**src/rtl/mic_decimator.sv**
```systemverilog
// Boxcar decimator: averages blocks of 2^DECIM_LOG2 signed samples into a 1-deep valid/ready output.
// Define MIC_DECIM_ROUND_EN to round half toward +inf instead of flooring.
module mic_decimator #(
  parameter int SAMPLE_WIDTH = 24,
  parameter int DECIM_LOG2   = 3
) (
  input  logic                    clk_in,
  input  logic                    rst_in,
  input  logic [SAMPLE_WIDTH-1:0] sample_in,
  input  logic                    sample_valid_in,
  output logic [SAMPLE_WIDTH-1:0] sample_out,
  output logic                    sample_valid_out,
  input  logic                    sample_ready_in,
  output logic                    overrun_out,
  input  logic                    clr_overrun_in,
  output logic [DECIM_LOG2-1:0]   phase_out
);

  localparam int ACC_W = SAMPLE_WIDTH + DECIM_LOG2;
  localparam logic [DECIM_LOG2-1:0] PHASE_LAST = '1;
  localparam logic [DECIM_LOG2-1:0] PHASE_ONE  = DECIM_LOG2'(1);

  logic [ACC_W-1:0]        acc_q, acc_d;
  logic [DECIM_LOG2-1:0]   phase_q, phase_d;
  logic [SAMPLE_WIDTH-1:0] sample_q, sample_d;
  logic                    valid_q, valid_d;
  logic                    overrun_q, overrun_d;

  logic [ACC_W-1:0]        sample_ext;
  logic [ACC_W-1:0]        acc_sum;
  logic [SAMPLE_WIDTH-1:0] result;
  logic [DECIM_LOG2-1:0]   round_unused;
  logic                    block_done;
  logic                    drain;

  assign sample_ext = {{DECIM_LOG2{sample_in[SAMPLE_WIDTH-1]}}, sample_in};
  assign acc_sum    = acc_q + sample_ext;
  assign block_done = sample_valid_in && (phase_q == PHASE_LAST);
  assign drain      = valid_q && sample_ready_in;

  // Taking the top SAMPLE_WIDTH bits is the arithmetic shift right by DECIM_LOG2.
`ifdef MIC_DECIM_ROUND_EN
  localparam logic [ACC_W-1:0] ROUND_BIAS = ACC_W'(1) << (DECIM_LOG2 - 1);
  assign {result, round_unused} = acc_sum + ROUND_BIAS;
`else
  assign {result, round_unused} = acc_sum;
`endif

  always_comb begin
    acc_d     = acc_q;
    phase_d   = phase_q;
    sample_d  = sample_q;
    valid_d   = valid_q;
    overrun_d = overrun_q;
    if (sample_valid_in) begin
      if (block_done) begin
        acc_d   = '0;
        phase_d = '0;
      end else begin
        acc_d   = acc_sum;
        phase_d = phase_q + PHASE_ONE;
      end
    end
    if (clr_overrun_in) begin
      overrun_d = 1'b0;
    end
    // A drop in the same cycle as a clear wins, so the event is not lost.
    if (block_done) begin
      if (!valid_q || drain) begin
        sample_d = result;
        valid_d  = 1'b1;
      end else begin
        overrun_d = 1'b1;
      end
    end else if (drain) begin
      valid_d = 1'b0;
    end
  end

  always_ff @(posedge clk_in or negedge rst_in) begin
    if (!rst_in) begin
      acc_q     <= '0;
      phase_q   <= '0;
      sample_q  <= '0;
      valid_q   <= 1'b0;
      overrun_q <= 1'b0;
    end else begin
      acc_q     <= acc_d;
      phase_q   <= phase_d;
      sample_q  <= sample_d;
      valid_q   <= valid_d;
      overrun_q <= overrun_d;
    end
  end

  assign sample_out       = sample_q;
  assign sample_valid_out = valid_q;
  assign overrun_out      = overrun_q;
  assign phase_out        = phase_q;

endmodule

```
**config.mk**
```make
export PLATFORM = sky130hd
export DESIGN_NAME = mic_decimator
export DESIGN_NICKNAME = d
export VERILOG_FILES = /design/src/rtl/mic_decimator.sv
export SDC_FILE = /design/constraint.sdc
export NUM_CORES = 1
export LEC_CHECK = 0
export CAP_MARGIN = 5
export CELL_PAD_IN_SITES_DETAIL_PLACEMENT = 0
export CELL_PAD_IN_SITES_GLOBAL_PLACEMENT = 2
export CORE_MARGIN = 2
export CORE_UTILIZATION = 39
export DETAILED_ROUTE_END_ITERATION = 7
export DONT_BUFFER_PORTS = 1
export PLACE_DENSITY = 0.85
export SLEW_MARGIN = 20
export SYNTH_ARGS = -nofsm -noshare
export SYNTH_HDL_FRONTEND = slang
export SYNTH_SLANG_ARGS = --single-unit
```
**constraint.sdc**
```tcl
create_clock -name clk_in -period 3.1 [get_ports clk_in]
set_input_delay 0.62 -clock clk_in [delete_from_list [all_inputs] [get_ports clk_in]]
set_output_delay 0.62 -clock clk_in [all_outputs]
set_load 0.05 [all_outputs]
```
==> flow_summary.yaml <==
clocking:
  path_clk_slew_ps: 100
  cts-htree-levels: 2
  root_buffer: "sky130_fd_sc_hd__clkbuf_8"
  post_cts_buffers: 0
  clock-sinks: 56
  clock_path_buffers: 2
  tritoncts: "done"
  numCtsBuffers: 5
  clk-insertion-delay-late_ps: 310
global_route:
  grt_pass1_wl_um: 13680
  grt_antenna_before_repair: 0
  globalRoute.busiestLayer: "met2"
  global_route.usage.met1: 0.2407
  overflow: 0
  grt_use_met3: 0.04681
  grt.met2_usage: 0.2708
  first_global_vias: 2777
  grt_start_max_net_pins: 57
  global_route.usage.total: 0.1730
synth:
  syn_inst: 387
  synth_top_area_share: 0.3994
  post_synth.cell_area_avg_um2: 9.066
  post_synth_main_area_contributors: "sky130_fd_sc_hd__dfrtp_1 (40%), sky130_fd_sc_hd__ha_1 (10%), sky130_fd_sc_hd__o21ai_0 (5.4%), sky130_fd_sc_hd__nand2_1 (4.7%), sky130_fd_sc_hd__o22ai_1 (4.1%)"
  synth-edff-count: 0
  synth_top_cell_by_area: "sky130_fd_sc_hd__dfrtp_1"
  postSynth.topFlopCell: "sky130_fd_sc_hd__dfrtp_1"
  ys_seq_elements: 56
  synth_cell_types: 54
  synthArstFlopShare: 1.000
  mappedNetlistNets: 445
  yosysWarningCount: 0
  synth.cell_area_mm2: 0.003508
  synth_seq_area_share: 0.3994
setup_path:
  reg2reg_from: "acc_q[0]"
  r2r_cells: 9
  timing.reg2reg.setup_slack_ps: 390
  critPathArrivalTime_ps: 2910
  startpoint_type: "flop"
  timing.rr.end: "acc_q[20]"
  setup.worst_path.class: "reg -> reg"
  crit_required_ps: 3300
  end_kind: "flop"
  critPathMaxFanout: 5
flow_run:
  max_cap_violations: 0
sta:
  final.setup.tns_ps: 0
  fin_skew_ps: 9.760
  max-slew-margin-rel: 0.6475
  period_needed_ps: 2712
  worst_pin_slew_ps: 528.8
  fmaxAchievable_ghz: 0.3687
  finalHoldViolCount: 0
  final_min_period_over_clock_period: 0.8748
  rsz_0062_raised_after_global_routing: "false"
  slew_violations: 0
  setup_viol_count_final: 0
  fin_hold_ws_ps: 160.7
detailed_routing:
  detail_route.vias_per_cell: 5.432
  drt_first_pass_iters: 4
  drt_wl_total_um: 8019
  final_ant_viol_nets: 0
  detailedRoute.firstIterationViolations: 93
  vias: 2705
  wl_per_cell_um: 16.10
  remaining_routing_drc_violations: 0
die:
  die_y_um: 98.85
  floorplan.core_area_mm2: 0.008721
  die_area_mm2: 0.009770
  number_of_standard_cell_rows_in_the_floorplan: 34
  die_x_um: 98.85
  io_pins: 58
  start_util: 0.4023
final_layout:
  seqCellArea_mm2: 0.001401
  drive_gt1_frac: 0.08718
  final_cell_mix: "sky130_fd_sc_hd__dfrtp_1 (56), sky130_fd_sc_hd__nand2_1 (44), sky130_fd_sc_hd__o21ai_0 (38), sky130_fd_sc_hd__inv_1 (36), sky130_fd_sc_hd__ha_1 (28)"
  area.growth.synth_to_final_pct: 7.739
  commonest_non_fill_non_tap_cell_in_the_layout: "sky130_fd_sc_hd__dfrtp_1"
  nNetsFinal: 447
  fillCellCount: 892
  area_of_the_multi_input_gates_mm2: 0.001913
  final-instance-count-excl-fill: 498
  n_antenna_cell: 0
placed_design:
  gp_routability_congestion: 0.8169
  numPlacedInstances: 489
  detailed_place_hpwl_um: 6011
  io_buffer_count: 0
power_and_ir_drop:
  p_per_area_mw_per_mm2: 1175
  vdd.ir_drop.worst_mv: 0.4924
  static-leakage-power_nw: 1.769
min_path:
  timing.hold.worst.class: "in -> async"
run_status:
  outcome: "complete, no violations"
[per-layer routing]
layer / part of all wire / vias up
li1: - / 1376
met1: 0.50 / 1270
met2: 0.44 / 54
met3: 0.051 / 5
met4: 0.0090 / 0
met5: 0 / -
[kinds of logic after synthesis]
group,after synthesis,synth area share
compound gates,137,0.2561
simple gates,90,0.1198
flops,56,0.3994
buf+inv,52,0.05670
fa+ha+maj,29,0.1056
xor+xnor,21,0.05635
mux,2,0.006063
[cell type report]
| class | count | share of cell area |
|---|---|---|
| Multi-Input combinational cell | 279 | 0.5061 |
| Tap cell | 108 | 0.03575 |
| Sequential cell | 56 | 0.3707 |
| Inverter | 36 | 0.03575 |
| Clock buffer | 6 | 0.02185 |
| Clock inverter | 2 | 0.002648 |
| Timing Repair Buffer | 11 | 0.02714 |
[per-stage QoR]
stage / worst slack, ps / utilization / cell area [um2] / power, mW
after floorplan: 270.8 / - / 3508 / 3.518
after global placement: 204.6 / 0.4197 / 3660 / 3.994
after detailed placement: 144.3 / 0.4197 / 3660 / 4.026
after CTS: 380.0 / 0.4334 / 3780 / 4.489
after global routing: 136.1 / 0.4334 / 3780 / 4.856
final: 388.0 / 0.4334 / 3780 / 4.442
[how the worst max path moves through the flow]
stage | startpoint | end | slack, ps
final | acc_q[0] | acc_q[20] | 390
after global routing | acc_q[6] | acc_q[21] | 140
after CTS | acc_q[0] | acc_q[20] | 380
after detailed placement | sample_in[0] | acc_q[20] | 140
after global placement | sample_in[0] | sample_out[21] | 200
after floorplan | sample_in[0] | acc_q[20] | 270
[cells in the mapped netlist, types with 2 or more instances]
cell type and number:
sky130_fd_sc_hd__a21o_1 10, sky130_fd_sc_hd__o31ai_1 4, sky130_fd_sc_hd__or2_2 2, sky130_fd_sc_hd__nor2_1 16, sky130_fd_sc_hd__a21boi_0 2, sky130_fd_sc_hd__nand2_1 44, sky130_fd_sc_hd__o21bai_1 4, sky130_fd_sc_hd__xor2_1 10
sky130_fd_sc_hd__o21a_1 4, sky130_fd_sc_hd__nor3_1 3, sky130_fd_sc_hd__inv_1 36, sky130_fd_sc_hd__dfrtp_1 56, sky130_fd_sc_hd__a211oi_1 2, sky130_fd_sc_hd__o22ai_1 23, sky130_fd_sc_hd__o21ai_0 38, sky130_fd_sc_hd__nand3b_1 3
sky130_fd_sc_hd__nand4_1 3, sky130_fd_sc_hd__o211ai_1 3, sky130_fd_sc_hd__a21oi_1 27, sky130_fd_sc_hd__a31oi_1 5, sky130_fd_sc_hd__nand3_1 7, sky130_fd_sc_hd__xnor2_1 10, sky130_fd_sc_hd__ha_1 28, sky130_fd_sc_hd__clkbuf_1 12
sky130_fd_sc_hd__buf_2 3, sky130_fd_sc_hd__nand2b_1 4
[power breakdown]
group / switching, mW / leakage [nW] / internal [mW]
clock network: 0.243 / 0.0510 / 0.179
logic: 1.26 / 1.02 / 0.940
registers: 0.766 / 0.697 / 1.05
total: 2.27 / 1.77 / 2.17
[worst max-delay path, cell delays in order (launching register included)]
cell	delay (ps)
sky130_fd_sc_hd__dfrtp_1	400
sky130_fd_sc_hd__ha_1	220
sky130_fd_sc_hd__fa_1	430
sky130_fd_sc_hd__a211o_2	340
sky130_fd_sc_hd__a211oi_2	230
sky130_fd_sc_hd__or4_4	210
sky130_fd_sc_hd__a21oi_2	80
sky130_fd_sc_hd__o2111ai_2	260
sky130_fd_sc_hd__a21oi_1	110
sky130_fd_sc_hd__a311o_1	320
[state kept, by name, indices dropped and copies added, names as in the netlist]
| name | flops |
|---|---|
| acc_q | 27 |
| overrun_out | 1 |
| phase_out | 3 |
| sample_out | 24 |
| sample_valid_out | 1 |
[timing repair]
item	in CTS	in global routing
resized for setup	0	0
hold buffers	1	0
endpoints found under the hold margin	56	0
Power figures use the tool's default switching activity.
